==> src/rtl/seg7_pkg.sv <==
// Shared constants for the seven-segment scanner: state encoding, segment
// table and the "everything off" patterns for the active-low display pins.
package seg7_pkg;

    typedef enum logic {
        ST_BLANK = 1'b0,
        ST_SHOW  = 1'b1
    } state_t;

    localparam logic [6:0] SEG_OFF = 7'h7F;
    localparam logic [7:0] AN_OFF  = 8'hFF;

    // Active-low {g,f,e,d,c,b,a}, indexed by nibble value (entry 15 listed first).
    localparam logic [15:0][6:0] HEX_SEG = {
        7'h0E, 7'h06, 7'h21, 7'h46,   // F E d C
        7'h03, 7'h08, 7'h10, 7'h00,   // b A 9 8
        7'h78, 7'h02, 7'h12, 7'h19,   // 7 6 5 4
        7'h30, 7'h24, 7'h79, 7'h40    // 3 2 1 0
    };

    function automatic logic [7:0] an_onehot_low(input logic [2:0] idx);
        return ~(8'b1 << idx);
    endfunction

endpackage

==> src/rtl/seg7_decode.sv <==
// Combinational hex nibble to active-low seven-segment pattern.
module seg7_decode
    import seg7_pkg::*;
(
    input  logic [3:0] i_nib,
    output logic [6:0] o_seg
);

    assign o_seg = HEX_SEG[i_nib];

endmodule

==> src/rtl/seg7_scan.sv <==
// Eight-digit time-multiplexed common-anode driver with blanking between
// digits, per-frame input snapshot and optional leading-zero suppression.
module seg7_scan
    import seg7_pkg::*;
#(
    parameter int REFRESH_DIV = 50000,
    parameter int BLANK_CYC   = 500
) (
    input  logic        clk,
    input  logic        rst,
    input  logic [31:0] data,
    input  logic [7:0]  dp_en,
    input  logic [7:0]  digit_en,
    input  logic        blank_lz,
    output logic [7:0]  an,
    output logic [6:0]  seg,
    output logic        dp
);

    localparam int CNT_MAX = (REFRESH_DIV > BLANK_CYC) ? REFRESH_DIV : BLANK_CYC;
    localparam int CNT_W   = $clog2(CNT_MAX + 1);

    localparam logic [CNT_W-1:0] SHOW_LAST  = CNT_W'(REFRESH_DIV - 1);
    localparam logic [CNT_W-1:0] BLANK_LAST = CNT_W'(BLANK_CYC - 1);

    state_t            r_state;
    logic [CNT_W-1:0]  r_cnt;
    logic [2:0]        r_idx;

    logic [31:0]       r_data_sh;
    logic [7:0]        r_dp_sh;
    logic [7:0]        r_en_sh;
    logic              r_lz_sh;

    logic [7:0]        r_an;
    logic [6:0]        r_seg;
    logic              r_dp;

    // The snapshot is taken on the same edge that lights digit 0, so that
    // digit's outputs must come from the live inputs rather than the old shadow.
    logic              w_blank_done;
    logic              w_show_done;
    logic              w_capture;
    logic [31:0]       w_data;
    logic [7:0]        w_dp_en;
    logic [7:0]        w_digit_en;
    logic              w_lz;

    assign w_blank_done = (r_state == ST_BLANK) && (r_cnt == BLANK_LAST);
    assign w_show_done  = (r_state == ST_SHOW)  && (r_cnt == SHOW_LAST);
    assign w_capture    = w_blank_done && (r_idx == 3'd0);

    assign w_data     = w_capture ? data     : r_data_sh;
    assign w_dp_en    = w_capture ? dp_en    : r_dp_sh;
    assign w_digit_en = w_capture ? digit_en : r_en_sh;
    assign w_lz       = w_capture ? blank_lz : r_lz_sh;

    // w_upper_zero[i] is set when nibbles i..7 are all zero.
    logic [7:0] w_upper_zero;

    genvar gi;
    generate
        for (gi = 0; gi < 8; gi++) begin : g_lz
            assign w_upper_zero[gi] = (w_data[31:4*gi] == '0);
        end
    endgenerate

    logic [3:0] w_nib;
    logic [6:0] w_dec_seg;
    logic       w_en;
    logic       w_suppress;
    logic [7:0] w_an_lit;
    logic [6:0] w_seg_lit;
    logic       w_dp_lit;

    assign w_nib = w_data[{r_idx, 2'b00} +: 4];

    seg7_decode u_decode (
        .i_nib (w_nib),
        .o_seg (w_dec_seg)
    );

    assign w_en       = w_digit_en[r_idx];
    assign w_suppress = w_lz && (r_idx != 3'd0) && w_upper_zero[r_idx];

    // A suppressed digit keeps its anode and decimal point; only segments go dark.
    assign w_an_lit  = w_en ? an_onehot_low(r_idx) : AN_OFF;
    assign w_seg_lit = (w_en && !w_suppress) ? w_dec_seg : SEG_OFF;
    assign w_dp_lit  = w_en ? ~w_dp_en[r_idx] : 1'b1;

    always_ff @(posedge clk or posedge rst) begin
        if (rst) begin
            r_state   <= ST_BLANK;
            r_cnt     <= '0;
            r_idx     <= 3'd0;
            r_data_sh <= '0;
            r_dp_sh   <= '0;
            r_en_sh   <= '0;
            r_lz_sh   <= 1'b0;
            r_an      <= AN_OFF;
            r_seg     <= SEG_OFF;
            r_dp      <= 1'b1;
        end else begin
            case (r_state)
                ST_BLANK: begin
                    if (w_blank_done) begin
                        r_state <= ST_SHOW;
                        r_cnt   <= '0;
                        r_an    <= w_an_lit;
                        r_seg   <= w_seg_lit;
                        r_dp    <= w_dp_lit;
                        if (w_capture) begin
                            r_data_sh <= data;
                            r_dp_sh   <= dp_en;
                            r_en_sh   <= digit_en;
                            r_lz_sh   <= blank_lz;
                        end
                    end else begin
                        r_cnt <= r_cnt + CNT_W'(1);
                    end
                end
                ST_SHOW: begin
                    if (w_show_done) begin
                        r_state <= ST_BLANK;
                        r_cnt   <= '0;
                        r_idx   <= r_idx + 3'd1;
                        r_an    <= AN_OFF;
                        r_seg   <= SEG_OFF;
                        r_dp    <= 1'b1;
                    end else begin
                        r_cnt <= r_cnt + CNT_W'(1);
                    end
                end
                default: begin
                    r_state <= ST_BLANK;
                    r_cnt   <= '0;
                    r_an    <= AN_OFF;
                    r_seg   <= SEG_OFF;
                    r_dp    <= 1'b1;
                end
            endcase
        end
    end

    assign an  = r_an;
    assign seg = r_seg;
    assign dp  = r_dp;

endmodule

==> config.mk <==
export PLATFORM = sky130hd
export DESIGN_NAME = seg7_scan
export DESIGN_NICKNAME = d
export VERILOG_FILES = /design/src/rtl/seg7_pkg.sv /design/src/rtl/seg7_decode.sv /design/src/rtl/seg7_scan.sv
export SDC_FILE = /design/constraint.sdc
export NUM_CORES = 1
export LEC_CHECK = 0
export CORE_ASPECT_RATIO = 2
export CORE_UTILIZATION = 52
export CTS_CLUSTER_DIAMETER = 40
export CTS_CLUSTER_SIZE = 40
export DETAILED_ROUTE_END_ITERATION = 16
export PLACE_DENSITY_LB_ADDON = 0.1
export SYNTH_ARGS = -nofsm -noshare
export SYNTH_HDL_FRONTEND = slang
export SYNTH_SLANG_ARGS = --single-unit
==> constraint.sdc <==
create_clock -name clk -period 5.55 [get_ports clk]
set_clock_uncertainty 0.2 [all_clocks]
set_input_delay 1.3875 -clock clk [delete_from_list [all_inputs] [get_ports clk]]
set_output_delay 1.3875 -clock clk [all_outputs]
set_load 0.05 [all_outputs]
Word level (Yosys, flattened, before mapping)
Memory sizes are Yosys's and may differ from the RTL's.
Index checks and enable logic that the tools add are counted.

word-level totals
  register bits after elaboration = 85
  latch bits = 0
  bits in writable memories = 0
  bits in read-only memories = 112
  output and inout port bits = 16
  word-level logic and storage cells = 73
  memories kept = 1

memory list
  memory           depth  bits a word  read ports  clocked after memory_dff  wr ports  RTL line          text
  (no name shown)  16     7            1           0                         0         seg7_decode.sv:9  assign o_seg = HEX_SEG[i_nib];

operators by class
  add/sub/neg operators = 2
  multiply operators = 0
  div/mod/pow operators = 0
  order comparisons = 2
  equal/unequal tests = 4
  shift-type cells = 2
  multiplexer cells = 29
  bitwise logic cells = 3
  reduce and logical (&&, ||, !) cells = 20

operators with widths
  operator                 number
  $mux W8                  5
  $logic_not A32 Y1        1
  $mux W16                 2
  $mux W32                 1
  $pmux W16 S2             1
  $shiftx A32 B6 Y4        1
  $logic_not A28 Y1        1
  $mux W7                  4
  $logic_not A24 Y1        1
  $logic_not A20 Y1        1
  $add A16 B1 Y16 const B  1
  $eq A16 B16 Y1 const B   1
  $eq A16 B9 Y1 const B    1
  $logic_not A16 Y1        1
  $pmux W8 S2              1
  $pmux W7 S2              1
  $logic_not A12 Y1        1
  $bmux W1 S3              3
  $mux W1                  9
  $logic_not A8 Y1         1
  $not A8 Y8               1
  $shl A1 B3 Y8 const A    1
  $logic_and A1 B1 Y1      6
  $reduce_and A2 Y1        3
  11 further kinds         13

Longest topological paths before layout
  depth after elaboration = 13
  depth in mapped cells = 17
  mapped depth without buffers = 14

Cells and area by module
A second synthesis with hierarchy kept.

unflattened totals
  cells, all modules = 378
  area, all modules = 4583.1 µm²

modules (own cells, without submodules)
  module       times used  cells each  area each (µm²)
  seg7_scan    1           346         4307.9
  seg7_decode  1           32          275.3

Worst setup path before layout
OpenSTA, ideal clock, no wires.

  path kind = register -> register
  start = reg r_idx[0]
  end = reg r_seg[1] (netlist: seg[1])
  library setup time = 0.073 ns
  data arrival time = 3.964 ns
  data required time = 5.277 ns
  setup slack = 1.313 ns
  stages on the path, launching flop included = 17
  path buffers = 3
  period minus slack after synthesis = 4.237 ns
  cells stage by stage = dfrtp_1 > clkbuf_1 > inv_1 > clkbuf_1 > ha_1 > nor2b_1 > nor3b_4 > and2_1 > buf_2 > mux2_2 > mux4_2 > mux2i_1 > ha_1 > inv_1 > or3b_2 > o211a_1 > a21oi_1

on the way
  longest elaborated chain between the ends = 12
  elaborated cells on any way between the ends = 28
  classes of those cells = 1 x shift; 11 x mux; 15 x reduce/logical; 1 x memory

ends and longest elaborated chain
  item                                                    RTL line          text
  start, declared                                         seg7_scan.sv:28   logic [2:0] r_idx;
  start signal, assigned                                  seg7_scan.sv:126  r_idx <= r_idx + 3'd1;
  branches (longest 9 deep; another with $mem_v2 Z16 W7)  --
  $mux W7 (*)                                             seg7_scan.sv:88   assign w_seg_lit = (w_en && !w_suppress) ? w_dec_seg : SEG_OFF;
  $mux W7 (*)                                             seg7_scan.sv:106  if (w_blank_done) begin
  $pmux W7 S2 (*)                                         seg7_scan.sv:104  case (r_state)
  end signal, assigned                                    seg7_scan.sv:110  r_seg <= w_seg_lit;
  end, declared                                           seg7_scan.sv:36   logic [6:0] r_seg;

Every way passes the cells marked *. The select of a mux whose other input is x is not followed.
A chain may end at the register's enable or synchronous reset.

Worst setup path after layout
  start = reg r_idx[0]
  end = reg r_seg[6] (netlist: seg[6])

The elaborated chain is that of the path after synthesis.

==> impl_metrics.tcl <==
set metrics [dict create \
    synth_top_area_cell "dfrtp_1" \
    drt_iter0_drc 287 \
    cts_tree "built" \
    layout-drive-gt1-share_pct 11.98 \
    grt_overflow 0 \
    p_seq_share_pct 46.1 \
    synthArstFlopShare_pct 100.0 \
    critPathMaxFanout 22 \
    worstMarginPinSlew_ns 1.002 \
    antenna_found_initial 0 \
    pre_cts_ws_ns 1.238 \
    diodes 0 \
    relSlewSlack_pct 33.20 \
    r2r-end "seg[6]" \
    drc 0 \
    critPathRequiredTime_ns 5.60 \
    cts_num_sinks 85 \
    fin_crit_sh_pct 78.90 \
    crit_start "r_idx[0]" \
    p_comb_share_pct 6.3 \
    grt_max_degree 58 \
    critPathLaunchType "flop" \
    setup_viol 0 \
    hpwl_um 9269 \
    yosysSeqAreaShare_pct 45.02 \
    nFillCells 756 \
    power_frac_clock_pct 47.5 \
    final_util_pct 65.21 \
    worst_r2r_startpoint "r_idx[0]" \
    cts_hold_buf 0 \
    start_util_pct 53.28 \
    synth_cell_types 49 \
    syn_area_um2 4770 \
    dieArea_um2 9582 \
    wl_per_cell_um 17.97 \
    cp-end-kind "flop" \
    grt_pass1_wl_um 20530 \
    hold_violations 0 \
    swShare_pct 20.88 \
    clk_pin_slew_ns 0.06 \
    ys.flop_type "dfrtp_1" \
    rows 49 \
    ff2ff_path_depth 15 \
    yosys_warnings 0 \
    die_w_um 69.72 \
    fin_ws_ns 1.171 \
    layout.nets 659 \
    port_buffers 66 \
    power_switching_uw 283.8 \
    synth.top_cell.area_share_pct 36.20 \
    ios 67 \
    drt-total-wl_um 12630 \
    reg2reg_slack_ns 1.17 \
    ant_nets 0 \
    synth_nets 603 \
    syn_to_final_growth_pct 22.38 \
    core_um2 8951 \
    avgSynthCellArea_um2 8.833 \
    first_pass_iters 4 \
    vias 4202 \
    fp.dieH_um 137.4 \
    cap_viol_max_count 0 \
    netlist_top_cells_area "dfrtp_1 (36%), nand2_1 (14%), dfstp_2 (8.8%), mux4_2 (5.7%), ha_1 (3.1%)" \
    slew_violations 0 \
    arrival_ns 4.43 \
    leakagePower_nw 2.412 \
    h-tree-depth 3 \
    synth_edf_count 0 \
    power.internal_mw 1.075 \
    vdd_ir_drop_max_v 0.0002001 \
    total_power_mw 1.359 \
    post_cts_resized 0 \
    crit_type "flop to flop" \
    setup-tns-final_ns 0 \
    power_density_nw_per_um2 232.9 \
    place_congestion 0.9380 \
    clk_latency_ns 0.34 \
    ys_seq_elements 85 \
    endpoint "seg[6]" \
    timing.fmax_mhz 228.4 \
    grt_pass1_vias 4207 \
    grtUsageTotal_pct 27.59 \
    cts_setup_buffers 0 \
    post-route-min-period_ns 4.379 \
    cts_buffer_depth 2 \
    vias_per_cell 5.977 \
    synthCells 540 \
    status "finished clean" \
    rsz0062_at_grt "no" \
    numCtsBuffers 9 \
    clk_root_buffer_cell "clkbuf_16" \
    hp-class "flop to flop" \
]
[cell usage after synthesis, drive strengths merged (10+ instances only)]
cell type	instances
ha	12
nor2	36
dfstp	16
nand3	14
mux4	12
a21oi	18
o21ai	17
nand4	10
xnor2	10
mux2	11
nor4	12
buf	10
nand2	175
a211oi	10
dfrtp	69
clkbuf	21
inv	12
[through the flow]
stage	instance area (um^2)	hold WS [ns]	cells
2_1_floorplan	4770	0.2330	540
3_3_place_gp	5512	0.2444	687
3_5_place_dp	5512	0.2543	687
4_1_cts	5837	0.2689	703
5_1_grt	5837	0.2960	703
6_report	5837	0.2623	703
[worst min-delay path by stage]
stage,endpoint,cells past startpoint,start,slack [ns]
2_1_floorplan,r_dp_sh[5],2,r_dp_sh[5],0.23
3_3_place_gp,r_dp_sh[6],2,r_dp_sh[6],0.24
5_1_grt,r_dp_sh[4],2,r_dp_sh[4],0.30
6_report,r_en_sh[0],2,r_en_sh[0],0.26
3_5_place_dp,r_dp_sh[3],2,r_dp_sh[3],0.25
4_1_cts,r_en_sh[6],2,r_en_sh[6],0.27
[cells by family after synthesis]
logic type	count (synthesis)	synth area share, %
xor gates and xnor gates	15	2.754
AOI/OAI and AO/OA	73	9.811
adders and majority gates	12	3.148
and+or+nand+nor	284	26.71
muxes	26	8.893
DFF	85	45.02
buffers and inverters	45	3.673
[final cells by class]
class	count	area [um^2]	share of cell area [%]
timing repair buffer	76	735.7	12.60
clock inverter	6	86.33	1.479
sequential	85	2147	36.78
inverter	14	53.80	0.9218
multi-input combinational	410	2447	41.93
tap	102	127.6	2.186
clock buffer	10	239.0	4.094
[cells in the final DEF, fill, tap and decap left out, drive strengths merged, types with 6 or more instances in the layout]
cell / count
nand2: 175
o21ai: 17
ha: 12
clkbuf: 10
nor3: 7
a211oi: 10
nor4: 12
dfrtp: 69
a21oi: 18
nand4: 10
dfstp: 16
xnor2: 10
nand3: 14
inv: 11
clkdlybuf4s50: 66
clkinv: 6
or4: 9
nor2: 36
mux4: 12
mux2: 11
buf: 10
a22oi: 9
[power by group through the flow]
stage / Clock, mW / Sequential, mW / Combinational, mW
2_1_floorplan: 0 / 0.646 / 0.0229
3_3_place_gp: 0 / 0.638 / 0.0857
3_5_place_dp: 0 / 0.638 / 0.0865
4_1_cts: 0.653 / 0.627 / 0.0870
5_1_grt: 0.675 / 0.627 / 0.0934
6_report: 0.646 / 0.627 / 0.0862
[worst max-delay path, cell delays in order, from the launching register on]
cell and delay [ns]:
dfrtp_1 0.38, inv_1 0.05, buf_4 0.24, ha_1 0.25, nor2b_1 0.24, nor3b_4 0.24
and2_1 0.21, buf_4 0.25, mux2_2 0.37, mux4_2 0.46, mux2i_1 0.40, inv_1 0.18
ha_1 0.27, mux2_2 0.27, a22oi_1 0.18, a21oi_1 0.11
[registers in the layout, indices dropped and copies added, names as in the netlist]
signal,count
an,8
dp,1
r_cnt,16
r_data_sh,32
r_dp_sh,8
r_en_sh,8
r_idx,3
r_lz_sh,1
r_state,1
seg,7
[metal layers]
layer  wire length (um)  GRT usage, %
met5                  0             0
met4                532         14.22
met3                590         3.584
met2               6852         50.22
met1               4658         31.40
No activity file was read; power rests on OpenSTA's default activity.
